===== src/rtl/seconds_counter_timer_pkg.sv =====
// Shared timer definitions: FSM state encoding and the seconds/minutes
// counter geometry used by both stages of the stopwatch/countdown timer.
package timer_pkg;

   localparam int SEC_WIDTH = 6;
   localparam int SEC_MAX   = 59;
   localparam int MIN_MAX   = 59;

   // The encoding is visible on state_dbg, so the values are fixed.
   typedef enum logic [2:0] {
      ST_IDLE     = 3'd0,
      ST_RUN_UP   = 3'd1,
      ST_RUN_DOWN = 3'd2,
      ST_PAUSE    = 3'd3,
      ST_DONE     = 3'd4
   } state_t;

endpackage


===== src/rtl/seconds_counter_timer_if.sv =====
// Link between the seconds stage (master) and the minutes stage (slave).
// The seconds stage produces the value and the carry/borrow/finish
// strobes. The minutes stage returns minutes_zero so the countdown can
// stop at 00:00.
interface seconds_counter_timer_if #(
   parameter int WIDTH = timer_pkg::SEC_WIDTH
);
   logic [WIDTH-1:0] seconds;
   logic             carry;
   logic             borrow;
   logic             finish;
   logic             minutes_zero;

   modport master (output seconds, carry, borrow, finish, input minutes_zero);
   modport slave  (input seconds, carry, borrow, finish, output minutes_zero);
endinterface


===== src/rtl/seconds_counter_timer_rise_detect.sv =====
// Rising-edge detector for a button level. A held button yields a single
// one-cycle pulse.
module rise_detect (
   input  logic clk,
   input  logic reset,
   input  logic level,
   output logic pulse
);
   logic prev_q;
   logic prev_d;

   // The history simply follows the level.
   always_comb begin
      prev_d = level;
   end

   // History register, cleared by the synchronous reset.
   // NOTE: state registers use non-blocking assignments so every flop samples pre-edge values.
   always_ff @(posedge clk) begin
      if (reset) prev_q <= 1'b0;
      else       prev_q <= prev_d;
   end

   assign pulse = level & ~prev_q;
endmodule


===== src/rtl/seconds_counter_timer.sv =====
// Seconds stage of the stopwatch/countdown timer. It counts 0..MAX_COUNT
// up in stopwatch mode or down in countdown mode. It sends carry/borrow
// pulses to the minutes stage and stops at 00:00 with finish raised.
module seconds_counter_timer #(
   parameter int WIDTH     = timer_pkg::SEC_WIDTH,
   parameter int MAX_COUNT = timer_pkg::SEC_MAX
) (
   input  logic                    clk_1Hz,
   input  logic                    reset,
   input  logic                    enable,
   input  logic                    forward,
   input  logic                    increment,
   input  logic                    start,
   input  logic                    stop,
   seconds_counter_timer_if.master tmr,
   output logic [2:0]              state_dbg
);
   import timer_pkg::*;

   localparam logic [WIDTH-1:0] MAX_V = WIDTH'(MAX_COUNT);
   localparam logic [WIDTH-1:0] ONE_V = WIDTH'(1);

   logic inc_p, start_p, stop_p;

   state_t           state_q, state_d;
   logic [WIDTH-1:0] seconds_q, seconds_d;
   logic             dir_q, dir_d;
   logic             carry_q, carry_d;
   logic             borrow_q, borrow_d;
   logic             finish_q, finish_d;

   logic at_max, sec_zero, sec_one;

   rise_detect u_inc_rd   (.clk(clk_1Hz), .reset(reset), .level(increment), .pulse(inc_p));
   rise_detect u_start_rd (.clk(clk_1Hz), .reset(reset), .level(start),     .pulse(start_p));
   rise_detect u_stop_rd  (.clk(clk_1Hz), .reset(reset), .level(stop),      .pulse(stop_p));

   assign at_max   = (seconds_q == MAX_V);
   assign sec_zero = (seconds_q == '0);
   assign sec_one  = (seconds_q == ONE_V);

   // Next state and counter value. Stop takes priority over start, and
   // start takes priority over increment.
   // NOTE: every output gets a default first, so no path can infer a latch.
   always_comb begin
      state_d   = state_q;
      seconds_d = seconds_q;
      dir_d     = dir_q;
      carry_d   = 1'b0;
      borrow_d  = 1'b0;

      case (state_q)
         ST_IDLE: begin
            if (stop_p) begin
               seconds_d = '0;
            end else if (start_p) begin
               if (forward) begin
                  dir_d   = 1'b1;
                  state_d = ST_RUN_UP;
               end else if (!(sec_zero && tmr.minutes_zero)) begin
                  dir_d   = 1'b0;
                  state_d = ST_RUN_DOWN;
               end
            end else if (inc_p && enable && !forward) begin
               seconds_d = at_max ? '0 : seconds_q + ONE_V;
            end
         end

         ST_RUN_UP: begin
            if (stop_p) begin
               state_d = ST_PAUSE;
            end else if (enable) begin
               if (at_max) begin
                  seconds_d = '0;
                  carry_d   = 1'b1;
               end else begin
                  seconds_d = seconds_q + ONE_V;
               end
            end
         end

         ST_RUN_DOWN: begin
            if (stop_p) begin
               state_d = ST_PAUSE;
            end else if (enable) begin
               if (sec_zero) begin
                  if (tmr.minutes_zero) begin
                     state_d = ST_DONE;
                  end else begin
                     seconds_d = MAX_V;
                     borrow_d  = 1'b1;
                  end
               end else if (sec_one && tmr.minutes_zero) begin
                  seconds_d = '0;
                  state_d   = ST_DONE;
               end else begin
                  seconds_d = seconds_q - ONE_V;
               end
            end
         end

         ST_PAUSE: begin
            if (stop_p) begin
               seconds_d = '0;
               state_d   = ST_IDLE;
            end else if (start_p) begin
               state_d = dir_q ? ST_RUN_UP : ST_RUN_DOWN;
            end
         end

         ST_DONE: begin
            seconds_d = '0;
            if (stop_p || start_p) state_d = ST_IDLE;
         end

         default: begin
            seconds_d = '0;
            state_d   = ST_IDLE;
         end
      endcase

      // Registering finish from the next state lines it up with the
      // seconds value that reaches zero.
      finish_d = (state_d == ST_DONE);
   end

   // State and output registers. The synchronous reset overrides every other input.
   always_ff @(posedge clk_1Hz) begin
      if (reset) begin
         state_q   <= ST_IDLE;
         seconds_q <= '0;
         dir_q     <= 1'b0;
         carry_q   <= 1'b0;
         borrow_q  <= 1'b0;
         finish_q  <= 1'b0;
      end else begin
         state_q   <= state_d;
         seconds_q <= seconds_d;
         dir_q     <= dir_d;
         carry_q   <= carry_d;
         borrow_q  <= borrow_d;
         finish_q  <= finish_d;
      end
   end

   assign tmr.seconds = seconds_q;
   assign tmr.carry   = carry_q;
   assign tmr.borrow  = borrow_q;
   assign tmr.finish  = finish_q;
   assign state_dbg   = state_q;
endmodule


===== src/flat_wrapper.sv =====
// flat-port wrapper written by rule: the top's interface ports become plain ports
module seconds_counter_timer_flat import timer_pkg::*;
#(
   parameter int WIDTH     = timer_pkg::SEC_WIDTH,
   parameter int MAX_COUNT = timer_pkg::SEC_MAX
)
  (clk_1Hz, reset, enable, forward, increment, start, stop, state_dbg, tmr_seconds, tmr_carry, tmr_borrow, tmr_finish, tmr_minutes_zero);
  seconds_counter_timer_if #(.WIDTH(WIDTH)) tmr_i ();
  input  logic clk_1Hz;
  input  logic reset;
  input  logic enable;
  input  logic forward;
  input  logic increment;
  input  logic start;
  input  logic stop;
  output logic [2:0] state_dbg;
  output wire logic [$bits(tmr_i.seconds)-1:0] tmr_seconds;
  output wire logic [$bits(tmr_i.carry)-1:0] tmr_carry;
  output wire logic [$bits(tmr_i.borrow)-1:0] tmr_borrow;
  output wire logic [$bits(tmr_i.finish)-1:0] tmr_finish;
  input wire logic [$bits(tmr_i.minutes_zero)-1:0] tmr_minutes_zero;
  assign tmr_seconds = tmr_i.seconds;
  assign tmr_carry = tmr_i.carry;
  assign tmr_borrow = tmr_i.borrow;
  assign tmr_finish = tmr_i.finish;
  assign tmr_i.minutes_zero = tmr_minutes_zero;
  seconds_counter_timer #(.WIDTH(WIDTH), .MAX_COUNT(MAX_COUNT)) u_core (.clk_1Hz(clk_1Hz), .reset(reset), .enable(enable), .forward(forward), .increment(increment), .start(start), .stop(stop), .tmr(tmr_i), .state_dbg(state_dbg));
endmodule

===== config.mk =====
export PLATFORM = sky130hd
export DESIGN_NAME = seconds_counter_timer_flat
export DESIGN_NICKNAME = d
export VERILOG_FILES = /design/src/rtl/seconds_counter_timer_pkg.sv /design/src/rtl/seconds_counter_timer_if.sv /design/src/rtl/seconds_counter_timer_rise_detect.sv /design/src/rtl/seconds_counter_timer.sv /design/src/flat_wrapper.sv
export SDC_FILE = /design/constraint.sdc
export NUM_CORES = 1
export LEC_CHECK = 0
export CAP_MARGIN = 15
export CORE_MARGIN = 8
export CORE_UTILIZATION = 30
export CTS_BUF_LIST = sky130_fd_sc_hd__clkbuf_16
export DETAILED_ROUTE_END_ITERATION = 7
export GPL_TIMING_DRIVEN = 1
export SYNTH_ARGS = -nofsm -noshare
export SYNTH_HDL_FRONTEND = slang
export SYNTH_SLANG_ARGS = --single-unit

===== constraint.sdc =====
create_clock -name clk_1Hz -period 3.5 [get_ports clk_1Hz]
set_input_delay 0.35 -clock clk_1Hz [delete_from_list [all_inputs] [get_ports clk_1Hz]]
set_output_delay 0.35 -clock clk_1Hz [all_outputs]
set_load 0.05 [all_outputs]

## After elaboration in Yosys (flattened, before gate mapping)

Cells that the tools add are included.

| operators by class | value |
|---|---|
| add/subtract/negate cells | 2 |
| equal/unequal tests | 16 |
| mux-type cells | 32 |
| bitwise logic cells | 11 |
| reductions and logical operators | 12 |

Operator list:

| operator | number |
|---|---|
| 6-bit 2-to-1 mux | 12 |
| 3-bit 2-to-1 mux | 13 |
| 6-bit one-hot mux with 4 select lines | 1 |
| 3-bit one-hot mux with 5 select lines | 1 |
| 2-bit != test, second input constant | 5 |
| 1-bit NOT | 8 |
| 8-bit AND reduction | 1 |
| 6-bit by 1-bit adder with 6-bit output, second input constant | 1 |
| 3-bit by 2-bit equality test with 1-bit output, second input constant | 2 |
| 3-bit equality test, second input constant | 2 |
| 6-bit by 1-bit equality test with 1-bit output, second input constant | 1 |
| 6-bit equality test, second input constant | 1 |
| 6-bit zero test | 1 |
| 3-bit != test, second input constant | 2 |
| 6-bit by 1-bit subtractor with 6-bit output, second input constant | 1 |
| 5-bit OR reduction | 1 |
| 1-bit logical AND | 4 |
| 1-bit 2-to-1 mux | 4 |
| 4-bit AND reduction | 1 |
| 4-bit OR reduction | 1 |
| 1-bit bitwise AND | 3 |
| 3-bit by 1-bit equality test with 1-bit output, second input constant | 1 |
| 3-bit zero test | 1 |
| 3-bit by 1-bit != test with 1-bit output, second input constant | 1 |
| 4 further kinds | 4 |

| storage, ports and cells | value |
|---|---|
| register bits after elaboration | 16 |
| input bits | 8 |
| output and inout port bits | 12 |
| logic and storage cells | 82 |

## Depth between registers and ports, before layout

Gate-level depths: netlist of run 1.

| depth | value |
|---|---|
| word-level depth | 8 |
| mapped depth | 8 |
| depth with buffers taken out | 8 |

## Hierarchy

Synthesis of run 1 repeated with hierarchy kept, for this count alone.

| second synthesis, totals | value |
|---|---|
| cell total of the unflattened synthesis | 133 |
| area, all modules | 1181.1 µm² |

By module, submodules not included:

| module | times used | cells each | area each (µm²) | seq. area each (µm²) |
|---|---|---|---|---|
| seconds_counter_timer | 1 | 124 | 1038.5 | 260.2 |
| rise_detect | 3 | 3 | 47.5 | 20.0 |

## Worst setup path after synthesis of run 1

No wires, ideal clock.

| path | value |
|---|---|
| kind | flip-flop to flip-flop |
| start point | register u_core.seconds_q[1] (netlist: u_core.tmr.seconds[1]) |
| end point | register u_core.seconds_q[1] (netlist: u_core.tmr.seconds[1]) |
| arrival time | 1.994 ns |
| required time | 3.429 ns |
| slack | 1.435 ns |
| cell stages (with the launch flop) | 8 |
| path buffers | 0 |
| period minus slack after synthesis | 2.065 ns |
| cell sequence | dfxtp_1 > inv_1 > ha_1 > nand3_2 > and3_4 > o211ai_4 > or3_1 > a21oi_1 |

| between the ends | value |
|---|---|
| longest elaborated chain between the ends | 7 |
| elaborated cells on any way between the ends | 19 |

RTL lines:

| what | line | text |
|---|---|---|
| start: declaration | seconds_counter_timer.sv:26 | `logic [WIDTH-1:0] seconds_q, seconds_d;` |
| start signal: assignment | seconds_counter_timer.sv:138 | `seconds_q <= seconds_d;` |
| parallel branches: the longest is 7 deep, another holds 6-bit by 1-bit subtractor with 6-bit output | - |  |

Several ways; the timed one is not identified. The select of a mux whose other input is x is not followed.
A chain may end at the register's enable or synchronous reset.

## Worst setup path after layout of run 1

| path | value |
|---|---|
| start point | input stop |
| end point | register u_core.seconds_q[1] (netlist: u_core.tmr.seconds[1]) |

| between the ends | value |
|---|---|
| longest elaborated chain between the ends | 3 |
| elaborated cells on any way between the ends | 9 |

RTL lines:

| what | line | text |
|---|---|---|
| start: declaration | flat_wrapper.sv:15 | `input logic stop;` |
| 1-bit bitwise AND * | seconds_counter_timer_rise_detect.sv:24 | `assign pulse = level & ~prev_q;` |
| 3-bit != test (no source line), or another cell as far along | - |  |
| 8-bit AND reduction (no source line) or 6-bit one-hot mux with 4 select lines (tied branches) | - |  |

Every way passes the cells marked *; elsewhere a longest branch is shown, timed or not.

==> results of run 1 <==
synthesized netlist by cell type (all sizes together), types with 2 or more instances:
| cell | number | area [um^2] |
|---|---|---|
| dfxtp | 16 | 320 |
| a21oi | 12 | 63.8 |
| nor2b | 7 | 43.8 |
| nand2 | 11 | 41.3 |
| nor4 | 4 | 40.0 |
| buf | 4 | 22.5 |
| o211ai | 4 | 43.8 |
| nor3b | 3 | 27.5 |
| inv | 3 | 11.3 |
| a22oi | 2 | 15.0 |
| nor2 | 18 | 67.6 |
| nor4b | 2 | 17.5 |
| clkbuf | 4 | 15.0 |
| nand3 | 7 | 40.0 |
| mux2i | 2 | 20.0 |
| o21a | 3 | 22.5 |
| nand2b | 5 | 31.3 |
| nor3 | 4 | 25.0 |
| a211oi | 2 | 20.0 |
| o21ai | 9 | 45.0 |
| o31a | 2 | 17.5 |
| ha | 4 | 50.1 |
worst max path at each step:
stage,startpoint,end,cells after the start
after floorplan,u_core.tmr.seconds[1],u_core.tmr.seconds[1],7
after CTS,stop,u_core.tmr.seconds[1],7
final,stop,u_core.tmr.seconds[1],7
after detailed placement,stop,u_core.tmr.seconds[1],7
after global placement,stop,u_core.tmr.seconds[1],7
after global routing,stop,u_core.tmr.seconds[1],7
logic make-up after synthesis:
logic type	Yosys count
AO/OA/AOI/OAI	42
AND/OR/NAND/NOR	70
multiplexers	2
adder cells (fa/ha/maj)	4
buffers and inverters	11
flip-flops	16
worst reg2reg max path: stages (launching register included):
cell                       delay [ps]
sky130_fd_sc_hd__dfxtp_1          450
sky130_fd_sc_hd__nor4_4           450
sky130_fd_sc_hd__nand3_2          160
sky130_fd_sc_hd__and3_4           220
sky130_fd_sc_hd__o211ai_4         280
sky130_fd_sc_hd__mux2i_1          270
sky130_fd_sc_hd__nor3_2            60
placed cells by master, fill, tap and decap left out, drive strengths merged, types with 2 or more instances in the layout:
master         synthesis  layout
nor3b                  3       3
o21ai                  9       9
a21oi                 12      12
o31a                   2       2
nor4b                  2       2
nor3                   4       4
nor2                  18      18
clkdlybuf4s50          0      19
inv                    3       3
ha                     4       4
mux2i                  2       2
nand2b                 5       5
o21a                   3       3
o211ai                 4       4
nor2b                  7       7
clkbuf                 4       3
nand3                  7       7
dfxtp                 16      16
a211oi                 2       2
nor4                   4       4
nand2                 11      11
a22oi                  2       2
per-stage QoR:
step / std cells / hold WS (ps) / utilization, % / total power, uW
2_1_floorplan: 145 / 422 / - / 540
3_3_place_gp: 204 / 464 / 37.1 / 632
3_5_place_dp: 204 / 480 / 37.1 / 636
4_1_cts: 208 / 487 / 39.3 / 863
5_1_grt: 208 / 516 / 39.3 / 915
6_report: 208 / 500 / 39.3 / 858
final cells by class:
class | count | share of cell area (%)
Timing Repair Buffer | 19 | 13.2
Clock inverter | 1 | 0.261
Sequential cell | 16 | 22.3
Multi-Input combinational cell | 118 | 54.0
Inverter | 3 | 0.783
Clock buffer | 3 | 5.22
Tap cell | 48 | 4.18
metal layers:
layer / GRT usage, % / part of all wire (%)
met3: 3.34 / 6.5
met5: 0 / 0
met1: 12.5 / 47
met2: 15.5 / 45
met4: 4.53 / 1.8
report_power, final:
| part | internal (uW) | leakage (uW) | switching (uW) |
|---|---|---|---|
| Combinational | 160 | 0.000312 | 219 |
| Sequential | 203 | 0.000131 | 55.0 |
| Clock | 151 | 0.0000385 | 69.6 |
sequential cells by signal (all words and copies together) (netlist names):
name,count
u_core.tmr.seconds,6
u_core.state_dbg,3
u_core.dir_q,1
u_core.tmr.borrow,1
u_core.tmr.carry,1
u_core.tmr.finish,1
u_core.u_inc_rd.prev_q,1
u_core.u_start_rd.prev_q,1
u_core.u_stop_rd.prev_q,1
==> run metrics, run 1 <==
run status complete, no violations; Worst-Margin Slew 593 ps; Vias/cell 5.54; cell row count 22; Placed Instance Area 1360 um^2; maximum number of pins on one net before global-route repair 18; Clock Root Buffer sky130_fd_sc_hd__clkbuf_16; horizontal die dimension 77.8 um; final hold violation count 0; final critical-path share of the clock period 62.1%; area of combinational cells with multiple inputs 777 um^2; time the final worst path needs with I/O delays and setup 2170 ps; Worst slew margin 60.4%; # resized after CTS 0; setup total negative slack 0 ps; Highest Clock Rate 460 MHz; number of setup buffers added after CTS 0; multiplexer share of the synthesized area 1.75%; total half-perimeter wirelength after legalization and detailed placement 2260 um; Final #Nets 173; clock tree from TritonCTS yes; Worst Hold Path Cells 2; ANT cells 0; height of the chip 77.8 um; Filler Cells Inserted 377; HP Start u_core.dir_q; Hold EP u_core.dir_q; setup repair after global routing missed its margin no; Post-synth EDFFs 0; post-synthesis area per instance 7.90 um^2; cell class contributing the biggest share of worst-path delay simple AND/OR/NAND/NOR gates; critical path buffer and inverter count 1; fraction of the yosys area taken by sequential cells 27.9%; final max-slew violation count 0; number of clock sinks seen by CTS 16; Hold WC Path Type flop to flop; overall die area 6050 um^2; cells along the critical path clkdlybuf4s50_1 > nor2b_1 > nor3_1 > a31oi_1 > o211ai_4 > or3_1 > a21oi_1; flip-flop and latch count after synthesis 16; First DRT Iteration DRCs 145; type of destination of the critical path flop; placeable core area 3660 um^2; Yosys warning count 0; terminus of the critical flop-to-flop path u_core.tmr.seconds[2]; worst setup slack after layout 1330 ps; weighted congestion at the end of routability-driven global placement 0.896; sequential cell area in the final layout 320 um^2; post-synthesis compound-gate area fraction 25.7%; relative area change from synthesis to final layout 25.4%; clock network latency to the later pin of the worst-skew pair 240 ps; synthesized net count 157; Initial Utilization 31.3%; instance count of the mapped netlist 145; Post-Synth XOR/XNOR Area 0%; post-synthesis share of cell area spent on full adders, half adders and majority gates 4.37%; wire length of the first global-routing pass 5130 um; power per unit of standard cell area 597 nW/um^2; basic-gate share of the synthesized area counting and, or, nand and nor cells 36.0%; post-placement setup slack 1060 ps; Async S/R FF share, synth 0%; number of levels in the clock H-tree 1; Crit Path Category input pin to flop; post-layout instance area 1440 um^2; final setup vio count 0; post-route DRC violation count 0; GRT Util Overall 10.1%; num ports 20; total wirelength of the detailed-routed design 3050 um; worst reg2reg setup slack 1470 ps; max-cap violation count 0; detailed-routing iteration count for the pre-antenna-repair pass 4; launching point of the worst reg2reg path u_core.tmr.seconds[3]; maximum vdd drop 0.000204 V; dominant combinational cell family by area after synthesis simple AND/OR/NAND/NOR gates; number of nets with antenna violations after routing 0; most used flip-flop cell after synthesis sky130_fd_sc_hd__dfxtp_1; Critical-path top delay cell sky130_fd_sc_hd__clkdlybuf4s50_1; number of global-route vias before repair 1114; routed wire length per instance 14.7 um; worst-path fanout max 10; initial antenna violation count 0; Cell Area, Synth 1150 um^2; number of distinct library cells after synthesis 48; largest stage delay on the critical path 500 ps; clk buf depth 2; startpoint type of the worst setup path input pin; number of buffers added on ports 19; setup clock skew after layout 0.583 ps; Reg2Reg Depth 6; total CTS buffers 3; endpoint arrival time on the critical path 2340 ps; endpoint required time on the critical path 3670 ps; final global-route overflow total 0; CTS clock-pin slew for the worst setup and hold paths 50 ps; hold-fix buffer count after cts 0; fraction of final layout cells sized beyond drive strength 1 7.50%; vias after detailed routing 1152; static leakage 0.000481 uW
No activity file was read; power rests on OpenSTA's default activity.
==> run 2, diff against run 1 <==
clock period = 2.2 ns   (was 3.5 ns; I/O delays follow)
==> run 2 against run 1 <==
Worst hold slack improved by 14 ps; final area rose by 4.4%; critical path depth fell by 6; via count rose by 2.3%; combinational power rose by 76%; clock-buffer cell count did not move; cell count rose by 3.8%; sequential share of layout area fell by 0.95 points; flip-flop and latch count did not move; worst setup slack got worse by 1100 ps; register-to-register slack got worse by 1200 ps; sequential power rose by 55%; critical path type is now flop to output port.
==> run metrics, run 2 (synthesis results as in run 1) <==
run status complete, no violations (unchanged); clock network latency to the later pin of the worst-skew pair 240 ps (about the same); ANT cells 0 (unchanged); static leakage 0.000525 uW (was 0.000481 uW); type of destination of the critical path output port (was flop); maximum number of pins on one net before global-route repair 16 (was 18); cell row count 22 (unchanged); setup repair after global routing missed its margin no (unchanged); terminus of the critical flop-to-flop path u_core.tmr.seconds[2] (unchanged); vias after detailed routing 1178 (was 1152); number of clock sinks seen by CTS 16 (unchanged); Worst Hold Path Cells 2 (unchanged); worst-path fanout max 15 (was 10); post-route DRC violation count 0 (unchanged); critical path buffer and inverter count 1 (unchanged); Final #Nets 182 (was 173); Critical-path top delay cell sky130_fd_sc_hd__clkdlybuf4s50_1 (unchanged); startpoint type of the worst setup path flop (was input pin); area of combinational cells with multiple inputs 777 um^2 (unchanged); final hold violation count 0 (unchanged); sequential cell area in the final layout 320 um^2 (unchanged); hold-fix buffer count after cts 0 (unchanged); final critical-path share of the clock period 91.5%; Vias/cell 5.45 (was 5.54); total half-perimeter wirelength after legalization and detailed placement 2450 um (was 2260 um); Worst-Margin Slew 519 ps (was 593 ps); worst reg2reg setup slack 240 ps (was 1470 ps); GRT Util Overall 10.7% (was 10.1%); clk buf depth 2 (unchanged); overall die area 6050 um^2 (unchanged); routed wire length per instance 14.7 um (about the same); flip-flop count of the largest register after layout 6 (unchanged); Highest Clock Rate 497 MHz; CTS clock-pin slew for the worst setup and hold paths 50 ps (about the same); placeable core area 3660 um^2 (unchanged); worst-case hold slack 514 ps (was 500 ps); final setup vio count 0 (unchanged); setup total negative slack 0 ps (unchanged); total wirelength of the detailed-routed design 3180 um (was 3050 um); Reg2Reg Depth 8 (was 6); clock tree from TritonCTS yes (unchanged); initial antenna violation count 0 (unchanged); detailed-routing iteration count for the pre-antenna-repair pass 4 (unchanged); number of buffers added on ports 19 (unchanged); wire length of the first global-routing pass 5470 um (was 5130 um); largest stage delay on the critical path 910 ps (was 500 ps); HP Start u_core.dir_q (unchanged); launching point of the worst reg2reg path u_core.tmr.seconds[1] (was u_core.tmr.seconds[3]); # resized after CTS 0 (unchanged); endpoint arrival time on the critical path 1790 ps (was 2340 ps); weighted congestion at the end of routability-driven global placement 0.934 (was 0.896); cells along the critical path clkdlybuf4s50_1 (was clkdlybuf4s50_1 > nor2b_1 > nor3_1 > a31oi_1 > o211ai_4 > or3_1 > a21oi_1); num ports 20 (unchanged); final global-route overflow total 0 (unchanged); endpoint required time on the critical path 1980 ps (was 3670 ps); height of the chip 77.8 um (unchanged); power per unit of standard cell area 939 nW/um^2 (was 597 nW/um^2); final max-slew violation count 0 (unchanged); horizontal die dimension 77.8 um (unchanged); Filler Cells Inserted 366 (was 377); relative area change from synthesis to final layout 31.0% (was 25.4%); Crit Path Category flop to output port (was input pin to flop); commonest cells after routing, fill and taps aside sky130_fd_sc_hd__clkdlybuf4s50_1, sky130_fd_sc_hd__nor2_1, sky130_fd_sc_hd__dfxtp_1 (unchanged); max-cap violation count 0 (unchanged); number of global-route vias before repair 1158 (was 1114); Clock Root Buffer sky130_fd_sc_hd__clkbuf_16 (unchanged); First DRT Iteration DRCs 128 (was 145); time the final worst path needs with I/O delays and setup 2010 ps; number of nets with antenna violations after routing 0 (unchanged); most frequent standard cell in the layout excluding fill and tap cells sky130_fd_sc_hd__clkdlybuf4s50_1 (unchanged); fraction of final layout cells sized beyond drive strength 1 12.5% (was 7.50%); Hold WC Path Type flop to flop (unchanged); setup clock skew after layout 0.661 ps (was 0.583 ps); number of levels in the clock H-tree 1 (unchanged); Hold EP u_core.dir_q (unchanged); number of setup buffers added after CTS 0 (unchanged); Worst slew margin 65.4% (was 60.4%); cell class contributing the biggest share of worst-path delay buffers and inverters (was simple AND/OR/NAND/NOR gates); maximum vdd drop 0.000348 V (was 0.000204 V); total CTS buffers 3 (unchanged); Initial Utilization 31.3% (unchanged)
-- run 2: changes by cell type in the layout (fill, tap and decap cells not counted), sizes merged --
| cell | previous run | this run |
|---|---|---|
| buf | 0 | 9 |
| clkinv | 1 | 0 |
-- run 2: final cells by class --
| cell class | instances | share of cell area, % |
|---|---|---|
| Clock buffer | 3 | 5.00 |
| Timing Repair Buffer | 28 | 17.2 |
| Inverter | 3 | 0.750 |
| Multi-Input combinational cell | 118 | 51.7 |
| Tap cell | 48 | 4.00 |
| Sequential cell | 16 | 21.3 |
-- run 2: tightest hold or removal path: cells and delay by family, from the launching register on --
kind | cells | cell delay [ps]
flops | 1 | 330
compound gates | 1 | 60
simple gates | 1 | 70
-- run 2: power by group --
group	total (uW)	internal [uW]	switching, uW
clock network	343	238	105
logic	668	291	376
registers	400	323	77.3
total	1410	852	558
-- run 2: worst max-delay path by stage --
stage	from	endpoint	slack (ps)	depth (start not counted)
final	u_core.state_dbg[0]	state_dbg[0]	190	1
after global routing	u_core.tmr.seconds[0]	u_core.tmr.seconds[5]	100	7
after CTS	u_core.state_dbg[0]	state_dbg[0]	170	1
after detailed placement	stop	u_core.tmr.seconds[1]	170	7
after global placement	stop	u_core.tmr.seconds[1]	210	7
after floorplan	u_core.tmr.seconds[1]	u_core.tmr.seconds[1]	130	7
-- run 2: metal layers --
layer	GRT usage, %	up-vias	part of all wire [%]
met5	0	-	0
met1	12.9	554	45
met2	17.5	36	47
met4	5.66	0	2.3
met3	1.84	8	5.0
li1	-	580	-
-- run 2: through the flow --
stage               total power (uW)  instance area (um^2)  setup slack (ps)  utilization (%)  instances
floorplan                        859                  1150               135                -        145
CTS                             1420                  1500               168             41.0        216
global placement                1050                  1430               206             39.0        213
detailed placement              1070                  1430               169             39.0        213
global route                    1500                  1500              97.8             41.0        216
finish                          1410                  1500               186             41.0        216
==> run 3, diff against run 2 <==
CAP_MARGIN = default   (was 15)
==> results of run 3 <==
No change in the layout: final DEF, timing and power equal those of run 2.
